==> config.mk <==
export PLATFORM = sky130hd
export DESIGN_NAME = imem_fetch_ctrl
export DESIGN_NICKNAME = d
export VERILOG_FILES = /design/src/rtl/mips_fetch_pkg.sv /design/src/rtl/fetch_fault_chk.sv /design/src/rtl/imem_fetch_ctrl.sv
export SDC_FILE = /design/constraint.sdc
export NUM_CORES = 1
export LEC_CHECK = 0
export ABC_CLOCK_PERIOD_IN_PS = 2300
export CAP_MARGIN = 20
export CORE_ASPECT_RATIO = 1.1
export CORE_UTILIZATION = 40
export CTS_CLUSTER_SIZE = 16
export DETAILED_ROUTE_END_ITERATION = 6
export PLACE_DENSITY = 0.77
export SLEW_MARGIN = 20
export SYNTH_ARGS = -nofsm -noshare
export SYNTH_HDL_FRONTEND = slang
export SYNTH_SLANG_ARGS = --single-unit
==> constraint.sdc <==
create_clock -name clk -period 2.3 [get_ports clk]
set_clock_uncertainty 0.2 [all_clocks]
set_input_delay 0.345 -clock clk [delete_from_list [all_inputs] [get_ports clk]]
set_output_delay 0.345 -clock clk [all_outputs]
set_load 0.01 [all_outputs]
==> src/rtl/mips_fetch_pkg.sv <==
// Shared definitions for the instruction-fetch sequencer: FSM encoding and PC constants.
package mips_fetch_pkg;

    typedef enum logic [1:0] {
        IDLE  = 2'd0,
        FETCH = 2'd1,
        HOLD  = 2'd2,
        EXC   = 2'd3
    } fetch_state_t;

    localparam logic [31:0] PC_STEP            = 32'd4;
    localparam logic [31:0] DEFAULT_EXC_VECTOR = 32'd64;

endpackage

==> src/rtl/fetch_fault_chk.sv <==
// Flags a fetch address that is not word-aligned or lies outside the populated instruction space.
module fetch_fault_chk #(
    parameter logic [31:0] IMEM_BYTES = 32'd80
) (
    input  logic [31:0] pc,
    output logic        illegal
);

    assign illegal = (pc[1:0] != 2'b00) || (pc >= IMEM_BYTES);

endmodule

==> src/rtl/imem_fetch_ctrl.sv <==
// Instruction-fetch sequencer: owns the PC, registers fetched words into a one-entry IF/ID stage,
// and applies redirects, exception requests and fetch-fault vectoring.
module imem_fetch_ctrl
    import mips_fetch_pkg::*;
#(
    parameter logic [31:0] RESET_PC   = 32'd0,
    parameter logic [31:0] EXC_VECTOR = DEFAULT_EXC_VECTOR,
    parameter logic [31:0] IMEM_BYTES = 32'd80
) (
    input  logic        clk,
    input  logic        reset,
    input  logic        fetch_en,
    output logic [31:0] imem_pc,
    input  logic [31:0] imem_instruction,
    output logic        out_valid,
    input  logic        out_ready,
    output logic [31:0] out_instr,
    output logic [31:0] out_pc,
    input  logic        redirect_valid,
    input  logic [31:0] redirect_pc,
    input  logic        exc_req,
    input  logic [31:0] exc_pc,
    output logic [31:0] epc,
    output logic        fetch_fault,
    output logic [1:0]  state
);

    fetch_state_t state_q;
    logic [31:0]  pc_q;
    logic         illegal;
    logic         handshake;
    logic         stage_free;

    fetch_fault_chk #(
        .IMEM_BYTES(IMEM_BYTES)
    ) u_fault_chk (
        .pc     (pc_q),
        .illegal(illegal)
    );

    // Output handshake: a word transfers on any clock edge where out_valid and out_ready are
    // both 1; out_valid/out_pc/out_instr stay stable while out_valid=1 and out_ready=0.
    assign handshake  = out_valid && out_ready;
    assign stage_free = !out_valid || out_ready;

    assign imem_pc = pc_q;
    assign state   = state_q;

    always_ff @(posedge clk or negedge reset) begin
        if (!reset) begin
            state_q     <= IDLE;
            pc_q        <= RESET_PC;
            out_valid   <= 1'b0;
            out_instr   <= 32'd0;
            out_pc      <= 32'd0;
            epc         <= 32'd0;
            fetch_fault <= 1'b0;
        end else begin
            fetch_fault <= 1'b0;
            case (state_q)
                IDLE: begin
                    if (handshake) begin
                        out_valid <= 1'b0;
                    end
                    // An exception seen while paused is recorded but does not start fetching.
                    if (exc_req) begin
                        epc  <= exc_pc;
                        pc_q <= EXC_VECTOR;
                    end else begin
                        if (redirect_valid) begin
                            pc_q <= redirect_pc;
                        end
                        if (fetch_en) begin
                            state_q <= FETCH;
                        end
                    end
                end

                FETCH, HOLD: begin
                    if (exc_req) begin
                        epc       <= exc_pc;
                        out_valid <= 1'b0;
                        state_q   <= EXC;
                    end else if (redirect_valid) begin
                        pc_q      <= redirect_pc;
                        out_valid <= 1'b0;
                        state_q   <= FETCH;
                    end else if (!fetch_en) begin
                        if (handshake) begin
                            out_valid <= 1'b0;
                        end
                        state_q <= IDLE;
                    end else if (stage_free) begin
                        if (illegal) begin
                            epc         <= pc_q;
                            fetch_fault <= 1'b1;
                            out_valid   <= 1'b0;
                            state_q     <= EXC;
                        end else begin
                            out_instr <= imem_instruction;
                            out_pc    <= pc_q;
                            out_valid <= 1'b1;
                            pc_q      <= pc_q + PC_STEP;
                            state_q   <= FETCH;
                        end
                    end else begin
                        state_q <= HOLD;
                    end
                end

                EXC: begin
                    out_valid <= 1'b0;
                    pc_q      <= EXC_VECTOR;
                    if (exc_req) begin
                        epc <= exc_pc;
                    end else if (fetch_en) begin
                        state_q <= FETCH;
                    end else begin
                        state_q <= IDLE;
                    end
                end

                default: begin
                    state_q <= IDLE;
                end
            endcase
        end
    end

endmodule

==> results of run 1 <==
flip-flops by register name (all words and copies together) (netlist names):
name and cells:
out_valid 1, out_pc 32, epc 32, fetch_fault 1, state 2, out_instr 32, imem_pc 32
layer usage:
| layer | vias up | GRT usage, % |
|---|---|---|
| li1 | 2515 | - |
| met1 | 2741 | 29.96 |
| met2 | 230 | 45.96 |
| met3 | 36 | 8.218 |
| met4 | 0 | 10.51 |
| met5 | - | 0 |
final cells by class:
class | count | share of cell area (%)
Inverter | 16 | 0.5817
Clock inverter | 14 | 1.697
Sequential cell | 132 | 32.03
Timing Repair Buffer | 330 | 32.06
Clock buffer | 18 | 4.157
Tap cell | 192 | 2.327
Multi-Input combinational cell | 342 | 27.15
final timing paths:
| kind | start | to | slack (ns) |
|---|---|---|---|
| worst max register to register | imem_pc[5]$_DFFE_PN0P_ | out_instr[13]$_DFFE_PN0P_ | 0.01 |
| worst max-delay path | imem_pc[5]$_DFFE_PN0P_ | out_instr[13]$_DFFE_PN0P_ | 0.01 |
| worst min register to register | epc[29]$_DFFE_PN0P_ | epc[29]$_DFFE_PN0P_ | 0.29 |
| min in group clk | redirect_pc[22] | imem_pc[22]$_DFFE_PN0P_ | 0.27 |
| max in group asynchronous | reset | out_instr[8]$_DFFE_PN0P_ | 0.92 |
| worst min-delay path | reset | out_pc[15]$_DFFE_PN0P_ | 0.26 |
metrics by stage:
stage / hold WS [ns] / setup TNS [ns] / setup WS (ns) / util (%) / cell area [sq um]
3_3_place_gp: 0.1464 / -3.707 / -0.1159 / 63.04 / 9216
4_1_cts: 0.2627 / 0 / 0.004240 / 68.39 / 9998
5_1_grt: 0.2951 / -0.6480 / -0.05126 / 70.62 / 10320
3_5_place_dp: 0.1534 / -5.642 / -0.1310 / 63.04 / 9216
6_report: 0.2640 / 0 / 0.01417 / 70.62 / 10320
2_1_floorplan: -0.1506 / -1.144 / -0.05915 / - / 6140
where the power goes:
part | total (mW) | switching, mW | internal (mW)
logic | 5.67 | 2.58 | 3.09
clock network | 2.79 | 1.07 | 1.72
registers | 3.41 | 0.451 | 2.96
repair_timing:
item / 4_1_cts / 5_1_grt
endpoints found under the setup margin: 100 / 95
gates resized for setup: 14 / 48
buffers inserted: 6 / 3
endpoints found under the hold margin: 55 / 0
pin swaps: 8 / 7
hold buffers: 1 / 0
gates cloned: 2 / 4
critical path: cells and delay by family, from the launching register on:
kind                   cells  cell delay [ns]
buffers and inverters      3             0.51
flip-flops                 1             0.39
AND/OR/NAND/NOR            3             0.50
AO/OA/AOI/OAI              1             0.25
multiplexers               1             0.32
kinds of logic (layout without fill, tap and decap cells):
kind of cell,after synthesis,in the layout
flip-flops,132,132
multiplexers,94,94
AO/OA/AOI/OAI,93,93
adder cells (fa/ha/maj),4,4
AND/OR/NAND/NOR,150,150
XOR/XNOR,1,1
buffers and inverters,50,378
layout by cell type (no fill, tap or decap), drive strengths merged, types with 2 or more instances in the layout:
master | synthesis | final
a21oi | 16 | 16
dfrtp | 132 | 132
clkbuf | 18 | 22
and2 | 3 | 3
a22oi | 5 | 5
bufinv | 0 | 3
nand2 | 43 | 43
or4 | 5 | 5
nor2 | 10 | 10
a31oi | 4 | 4
nand3 | 6 | 6
clkinv | 0 | 4
inv | 16 | 20
o31ai | 6 | 6
mux2 | 93 | 93
ha | 4 | 4
nor3 | 13 | 13
o2bb2ai | 4 | 4
a31o | 2 | 2
buf | 16 | 93
nand3b | 7 | 7
nor2b | 30 | 30
or2 | 2 | 2
clkdlybuf4s50 | 0 | 232
o21ai | 36 | 36
a32oi | 2 | 2
a22o | 2 | 2
nand4 | 11 | 11
o22ai | 7 | 7
nor4 | 12 | 12
clkinvlp | 0 | 3
a2bb2oi | 2 | 2
nor3b | 2 | 2
==> impl_metrics.csv, run 1 <==
group,metric,value,unit
yosys,synth-compound-area-share,9.521,%
yosys,synth-adder-area-share,0.8261,%
worst_setup_path,critical_path_arrival,2.40,ns
clock_tree,cts-root-buf,"clkbuf_16",
global_route,antenna_found_initial,0,
drt,routed_wl,21040,microns
timing,worstMarginPinSlew,0.5509,ns
power_and_ir_drop,irDropWorstVdd,0.5390,mV
cells_and_area,synthToLayoutAreaGrowth,70.41,%
placed_design,port_buffers,233,
timing,setup_violations,0,
yosys,synth-async-reset-ratio,100.0,%
placed_design,placed_cells,996,
global_route,grt_start_max_net_pins,59,
yosys,yosys.area_share.simple,13.86,%
clock_tree,clk_latency,0.42,ns
cells_and_area,antennaDiodeCount,0,
global_route,grt_pass1_vias,5733,
drt,vias,5522,
cells_and_area,fin_nets,945,
power_and_ir_drop,power.total,11.87,mW
drt,drtPass1Iterations,5,
drt,wl_met2,10780,microns
timing,finalCriticalPeriod,2.286,ns
cells_and_area,multi_input_area,2803,sq um
yosys,synth_most_common_cell,"dfrtp_1",
timing,rsz0062_at_grt,"yes",
timing,timing.final.hold_violations,0,
drt,vias_per_cell,5.289,
cells_and_area,seq_area,3307,sq um
clock_tree,cts_buffers,17,
worst_setup_path,critPathMaxStageDelay,0.39,ns
floorplanning,core_area,14620,sq um
yosys,syn_area,6058,sq um
yosys,synth_area_leader_cell,"dfrtp_1",
yosys,synth-main-ff-cell,"dfrtp_1",
yosys,synth-seq-cells,132,
yosys,synth_warnings,0,
yosys,synth_top_cells_by_area,"dfrtp_1 55%, mux2_2 17%, nor2b_1 3.1%, o21ai_0 2.9%, nand2_1 2.7%",
placed_design,hpwlAfterDp,14460,microns
yosys,synth_edf_count,0,
timing,final_max_slew_viol_count,0,
yosys,synth_cell_types,53,
worst_setup_path,critPathCaptureType,"flip-flop",
yosys,synth_common_cells,"132 x dfrtp_1, 91 x mux2_2, 43 x nand2_1",
drt,met1_length,8277,microns
worst_setup_path,startpoint_type,"flip-flop",
floorplanning,initial_utilization,41.44,%
worst_setup_path,rr_worst_depth,8,
floorplanning,die_w,119.3,microns
worst_hold_path,hold_path.class,"in2async",
power_and_ir_drop,power_leakage,4.462,nW
flow_run,drv_cap,0,
global_route,grt_overflow,0,
cells_and_area,drive_gt1_share,29.23,%
drt,routed.top_layer,"met4",
yosys,yosysSeqAreaShare,54.52,%
floorplanning,die_h,131.1,microns
drt,ant_nets,0,
worst_setup_path,cp_cell_sequence,"o21ai_0, buf_4, nand4_1, or2_4, nor2_4, buf_12, clkbuf_16, mux2_2",
yosys,syn_area_per_cell,11.56,sq um
global_route,grt_pass1_wl,31040,microns
cells_and_area,nFillCells,1034,
drt,drt-initial-drc-count,271,
yosys,synth-xor-area-share,0.1446,%
drt,drc,0,
floorplanning,io_pins,234,
timing,period_share,99.38,%
worst_setup_path,critPathRequiredTime,2.41,ns
timing,max_freq,0.4375,GHz
worst_setup_path,worstPathMaxFanout,8,
yosys,synth_nets,630,
yosys,synth.area.mux_share,17.45,%
yosys,synth_top_family_by_area,"multiplexers",
clock_tree,cts_tree,"yes",
worst_setup_path,cp_slowest_cell,"dfrtp_1",
clock_tree,clock_sinks,132,
floorplanning,fp-row-count,46,
floorplanning,dieArea,15640,sq um
global_route,grt_usage,26.19,%
drt,wl_per_cell,20.15,microns
clock_tree,clockBufferDepth,2,
drt,dr_wl_met3,1524,microns
clock_tree,clk_pin_slew,0.06,ns
worst_setup_path,path_class,"reg2reg",
cells_and_area,finalNonFillerCells,1044,
timing,slew_headroom,63.27,%
yosys,synth_top_area_share,54.52,%
yosys,synth_cells,524,
clock_tree,htreeDepth,4,
power_and_ir_drop,powerDensity,1150,nW/um^2
status,run_status,"complete, no violations",
placed_design,routabilityCongestion,0.8778,
(Power assumes the default switching activity.)
==> run 2: changes to the inputs <==
==> constraint.sdc (replaced) <==
create_clock -name clk -period 2.3 [get_ports clk]
set_clock_uncertainty 0.2 [all_clocks]
set_input_delay 0.69 -clock clk [delete_from_list [all_inputs] [get_ports clk]]
set_output_delay 0.69 -clock clk [all_outputs]
set_load 0.01 [all_outputs]
==> run 2 against run 1 <==
The flow now finishes with violations (setup timing). Critical endpoint is now epc[9]$_DFFE_PN0P_. Global-route usage is 0.74 points higher. Setup slack worse by 0.12 ns. Die area is the same. First-iteration DRC count is 14% higher. Routed wire length up 4.0%. Register-to-register slack got worse by 0.12 ns. Flip-flop and latch count is the same. Fmax is 4.9% lower. Largest power group unchanged. Sequential share of layout area shrank 0.74 points. Highest routed layer unchanged.
==> impl_metrics.csv, run 2 (synthesis results as in run 1) <==
group,metric,value,unit
status,run_status,"complete, but fails checks",
status,violations,"setup timing",
worst_setup_path,crit_buf_inv,2,
placed_design,port_buffers,233,
worst_setup_path,crit_start,"imem_pc[7]$_DFFE_PN0P_",
placed_design,place_area,9388,sq um
worst_setup_path,cp.depth,7,
cells_and_area,layout_common_cells,"195 x clkdlybuf4s50_1, 127 x dfrtp_1, 91 x buf_4",
worst_setup_path,critPathMaxStageDelay,0.42,ns
drt,routed_wl,21890,microns
clock_tree,clk_pin_slew,0.07,ns
cells_and_area,drive_gt1_share,31.85,%
worst_setup_path,cp_slowest_cell,"dfrtp_2",
flow_run,drv_cap,0,
power_and_ir_drop,power_leakage,4.785,nW
clock_tree,htreeDepth,4,
floorplanning,core_area,14620,sq um
worst_setup_path,path_class,"reg2reg",
placed_design,routabilityCongestion,0.9351,
global_route,grt_pass1_vias,6027,
timing,max_freq,0.4163,GHz
cells_and_area,antennaDiodeCount,0,
worst_setup_path,critPathCaptureType,"flip-flop",
global_route,grt_overflow,0,
drt,ant_nets,0,
cells_and_area,final_area,10580,sq um
timing,rsz0062_at_grt,"yes",
worst_setup_path,critical_path_arrival,2.51,ns
floorplanning,fp-row-count,46,
clock_tree,clk_latency,0.43,ns
global_route,grt_usage,26.93,%
timing,timing.final.hold_violations,0,
drt,vias,5712,
drt,drt-initial-drc-count,308,
placed_design,hpwlAfterDp,14710,microns
worst_hold_path,hold_path.class,"reg2reg",
cells_and_area,final_common_cell,"clkdlybuf4s50_1",
timing,period_share,104.5,%
clock_tree,cts_buffers,17,
global_route,grt_pass1_wl,31880,microns
placed_design,pre_cts_slack,-0.4443,ns
worst_setup_path,rrSetupSlack,-0.10,ns
worst_setup_path,worstPathMaxFanout,8,
floorplanning,io_pins,234,
worst_setup_path,crit_family,"simple AND/OR/NAND/NOR gates",
worst_setup_path,rr_worst_depth,7,
cells_and_area,fin_nets,969,
timing,slew_headroom,71.72,%
worst_setup_path,startpoint_type,"flip-flop",
floorplanning,die_h,131.1,microns
cells_and_area,synthToLayoutAreaGrowth,74.58,%
drt,drc,0,
timing,final_max_slew_viol_count,0,
timing,finalCriticalPeriod,2.402,ns
timing,setup_violations,66,
worst_setup_path,r2r_start,"imem_pc[7]$_DFFE_PN0P_",
clock_tree,clock_sinks,132,
timing,worstMarginPinSlew,0.4242,ns
global_route,grt_start_max_net_pins,61,
drt,drtPass1Iterations,4,
clock_tree,cts_tree,"yes",
worst_setup_path,cp_cell_sequence,"nor4_4, nand4_1, or2_4, buf_6, a41o_4, clkbuf_16, mux2_2",
worst_setup_path,critPathRequiredTime,2.41,ns
power_and_ir_drop,power.total,12.20,mW
timing,layout_setup_ws,-0.1024,ns
clock_tree,clockBufferDepth,2,
floorplanning,dieArea,15640,sq um
drt,vias_per_cell,5.348,
floorplanning,die_w,119.3,microns
power_and_ir_drop,irDropWorstVdd,0.5438,mV
drt,wl_per_cell,20.49,microns
power_and_ir_drop,powerDensity,1153,nW/um^2
worst_setup_path,r2r-end,"epc[9]$_DFFE_PN0P_",
cells_and_area,final_util,72.35,%
clock_tree,cts-root-buf,"clkbuf_16",
global_route,antenna_found_initial,0,
floorplanning,initial_utilization,41.44,%
worst_setup_path,crit_path_end,"epc[9]$_DFFE_PN0P_",
-- run 2: cell types whose count changed in the layout (fill, tap and decap cells not counted), moves of 4 or more --
cell,delta
buf_4,+15
clkdlybuf4s50_1,-37
mux2_4,+4
nor4_2,-4
buf_6,+6
dlygate4sd2_1,+31
-- run 2: layout make-up --
class | count | area [sq um]
fillers | 1002 | 4043
repair buffers | 354 | 3498
flip-flops and latches | 132 | 3309
multi-input cells | 342 | 2849
clock buffers | 17 | 425.4
well taps | 192 | 240.2
clock inverters | 15 | 193.9
inverters | 16 | 60.06
-- run 2: worst register-to-register path, delay by kind of cell, from the launching register on --
| family | cells | cell delay [ns] |
|---|---|---|
| DFF | 1 | 0.42 |
| buffers and inverters | 2 | 0.31 |
| and+or+nand+nor | 3 | 0.80 |
| AOI/OAI and AO/OA | 1 | 0.27 |
| muxes | 1 | 0.27 |
-- run 2: worst min-delay path by stage --
stage	endpoint	startpoint	cells past startpoint	slack (ns)
global placement	epc[29]$_DFFE_PN0P_	epc[29]$_DFFE_PN0P_	1	0.27
global route	epc[4]$_DFFE_PN0P_	epc[4]$_DFFE_PN0P_	1	0.32
floorplan	epc[0]$_DFFE_PN0P_	reset	0	0.19
detailed placement	out_pc[27]$_DFFE_PN0P_	out_pc[27]$_DFFE_PN0P_	1	0.29
CTS	out_pc[20]$_DFFE_PN0P_	out_pc[20]$_DFFE_PN0P_	1	0.31
finish	out_pc[17]$_DFFE_PN0P_	out_pc[17]$_DFFE_PN0P_	1	0.30
-- run 2: routing by layer --
metal  wire length, microns  vias up  global-route usage [%]
li1                       -     2566                       -
met1                   8405     2830                   31.26
met2                  11250      276                   47.67
met3                   1688       40                   7.093
met4                    537        0                   11.03
met5                      0        -                       0
-- run 2: what timing repair did --
action	CTS	global route
pin swaps	3	13
hold buffers	1	0
setup endpoints to repair	110	126
cloned	3	6
hold endpoints to repair	35	0
buffers inserted	8	6
gates resized for setup	61	59
-- run 2: through the flow --
stage | std cells | hold slack (ns) | setup TNS (ns)
after floorplan | 524 | 0.1944 | -0.8691
after global placement | 1016 | 0.2689 | -42.84
after detailed placement | 1016 | 0.2899 | -45.82
after CTS | 1059 | 0.3054 | -3.820
after global routing | 1068 | 0.3211 | -7.430
final | 1068 | 0.3006 | -3.933
-- run 2: power by group --
group,switching (mW),total (mW),internal (mW)
clock,1.14,2.87,1.73
combinational,2.74,5.92,3.19
sequential,0.441,3.40,2.96
==> run 3: changes to the inputs <==
- CORE_ASPECT_RATIO: 1.1 -> 2
- SETUP_SLACK_MARGIN: not set -> 0.4
==> run 3 against run 2 <==
Global-route usage is 5.5 points higher. Fmax decreased by 3.2%. The flow still finishes with violations (setup timing). Clock power fell by 4%. Non-clock buffer count up 42.
==> impl_metrics.csv, run 3 (synthesis results as in run 1) <==
group,metric,value,unit
status,run_status,"complete, but fails checks",
floorplanning,fp-row-count,63,
timing,period_share,107.9,%
worst_setup_path,critical_path_arrival,2.59,ns
drt,routed_wl,26050,microns
timing,max_freq,0.4030,GHz
worst_setup_path,worstPathMaxFanout,7,
clock_tree,clockBufferDepth,2,
global_route,grt_overflow,0,
floorplanning,initial_utilization,40.88,%
worst_setup_path,cp_cell_sequence,"nor4_4, buf_4, nand4_1, or2_4, nor2_4, buf_12, clkbuf_16, mux2_4",
drt,ant_nets,0,
power_and_ir_drop,power.total,14.13,mW
floorplanning,core_area,14820,sq um
status,violations,"setup timing",
worst_setup_path,critPathRequiredTime,2.41,ns
global_route,grt_usage,32.43,%
power_and_ir_drop,powerDensity,1252,nW/um^2
cells_and_area,synthToLayoutAreaGrowth,86.33,%
worst_hold_path,hold_path_depth,1,
worst_setup_path,critPathCaptureType,"flip-flop",
cells_and_area,final_common_cell,"dfrtp_1",
cells_and_area,drive_gt1_share,52.29,%
power_and_ir_drop,power_leakage,5.572,nW
worst_setup_path,path_class,"reg2reg",
floorplanning,dieArea,15670,sq um
worst_hold_path,hold_path.class,"reg2reg",
clock_tree,cts_buffers,17,
cells_and_area,antennaDiodeCount,0,
timing,slew_headroom,69.06,%
drt,vias,6286,
floorplanning,io_pins,234,
global_route,antenna_found_initial,0,
drt,drtPass1Iterations,5,
worst_setup_path,cp_slowest_cell,"dfrtp_2",
worst_setup_path,rr_worst_depth,8,
timing,finalCriticalPeriod,2.481,ns
placed_design,port_buffers,233,
floorplanning,die_w,89.02,microns
clock_tree,cts_tree,"yes",
timing,rsz0062_at_grt,"yes",
drt,drt-initial-drc-count,383,
clock_tree,clk_latency,0.43,ns
floorplanning,die_h,176.0,microns
worst_setup_path,startpoint_type,"flip-flop",
timing,timing.final.hold_violations,0,
cells_and_area,layout_common_cells,"122 x dfrtp_1, 99 x buf_6, 96 x clkdlybuf4s50_1",
timing,final_max_slew_viol_count,0,
placed_design,hpwlAfterDp,15510,microns
worst_setup_path,critPathMaxStageDelay,0.42,ns
global_route,grt_pass1_vias,6677,
global_route,grt_pass1_wl,37220,microns
timing,layout_setup_ws,-0.1814,ns
drt,wl_per_cell,23.40,microns
flow_run,drv_cap,0,
drt,drc,0,
timing,setup_violations,104,
cells_and_area,fin_nets,1011,
clock_tree,clock_sinks,132,
clock_tree,htreeDepth,4,
timing,worstMarginPinSlew,0.4608,ns
placed_design,routabilityCongestion,0.8550,
cells_and_area,finalNonFillerCells,1113,
global_route,grt_start_max_net_pins,45,
drt,vias_per_cell,5.648,
power_and_ir_drop,irDropWorstVdd,0.9091,mV
clock_tree,clk_pin_slew,0.07,ns
clock_tree,cts-root-buf,"clkbuf_16",
cells_and_area,final_util,76.17,%
cells_and_area,nFillCells,948,
placed_design,placed_cells,1009,
==> run 3: changes by cell type in the layout (fill, tap and decap cells not counted), sizes merged <==
cell / previous run / this run
clkinv: 3 / 2
dlymetal6s2s: 3 / 22
clkbuf: 23 / 24
dlygate4sd2: 31 / 4
buf: 116 / 264
clkdlybuf4s50: 195 / 96
bufinv: 3 / 1
bufbuf: 0 / 2
inv: 22 / 25
clkdlybuf4s15: 2 / 0
==> run 3: cell type report <==
type,instances,area (sq um),share of cell area (%)
clock inverter,15,161.4,1.430
multi-input combinational,342,3157,27.97
clock buffer,17,425.4,3.769
tap,195,244.0,2.161
timing repair buffer,396,3925,34.77
sequential,132,3316,29.37
inverter,16,60.06,0.5320
==> run 3: per-stage QoR <==
step / TNS, ns / setup slack [ns] / hold WS [ns] / instance area, sq um
CTS: -5.631 / -0.1273 / 0.2979 / 10710
finish: -12.11 / -0.1814 / 0.3024 / 11290
floorplan: -1.525 / -0.05367 / 0.1944 / 6331
detailed placement: -45.86 / -0.4565 / 0.2842 / 9388
global route: -18.93 / -0.2402 / 0.3115 / 11290
global placement: -42.62 / -0.4346 / 0.2724 / 9388
==> run 3: where the power goes <==
| part | internal (mW) | leakage, nW | switching (mW) |
|---|---|---|---|
| registers | 2.97 | 1.73 | 0.474 |
| logic | 4.36 | 3.56 | 3.57 |
| clock network | 1.54 | 0.281 | 1.22 |
==> run 3: repair_timing <==
action,4_1_cts,5_1_grt
hold endpoints to repair,35,0
pin swaps,28,7
buffers inserted,46,11
gates resized for setup,591,114
setup endpoints to repair,263,193
hold buffers,1,0
gates cloned,10,4
==> run 3: layer usage <==
metal | wire (microns) | vias to the layer above | GRT usage, % | part of all wire (%)
li1 | - | 2650 | - | -
met1 | 8622 | 3150 | 33.92 | 33
met2 | 13980 | 348 | 57.21 | 54
met3 | 1595 | 138 | 6.779 | 6.1
met4 | 1846 | 0 | 20.50 | 7.1
met5 | 0 | - | 0 | 0
==> run 3: final timing paths <==
| check | startpoint | endpoint | slack [ns] |
|---|---|---|---|
| max | imem_pc[25]$_DFFE_PN0P_ | out_instr[12]$_DFFE_PN0P_ | -0.18 |
| min | out_pc[9]$_DFFE_PN0P_ | out_pc[9]$_DFFE_PN0P_ | 0.30 |
| min reg2reg | out_pc[9]$_DFFE_PN0P_ | out_pc[9]$_DFFE_PN0P_ | 0.30 |
| max reg2reg | imem_pc[25]$_DFFE_PN0P_ | out_instr[12]$_DFFE_PN0P_ | -0.18 |
| max in group asynchronous | reset | imem_pc[2]$_DFFE_PN0P_ | 0.73 |
| min in group asynchronous | reset | state[1]$_DFFE_PN0P_ | 0.55 |
==> run 3: worst max-delay path, delay by kind of cell, from the launching register on <==
kind	cells	cell delay (ns)
muxes	1	0.31
and+or+nand+nor	4	0.89
DFF	1	0.42
buffers and inverters	3	0.53
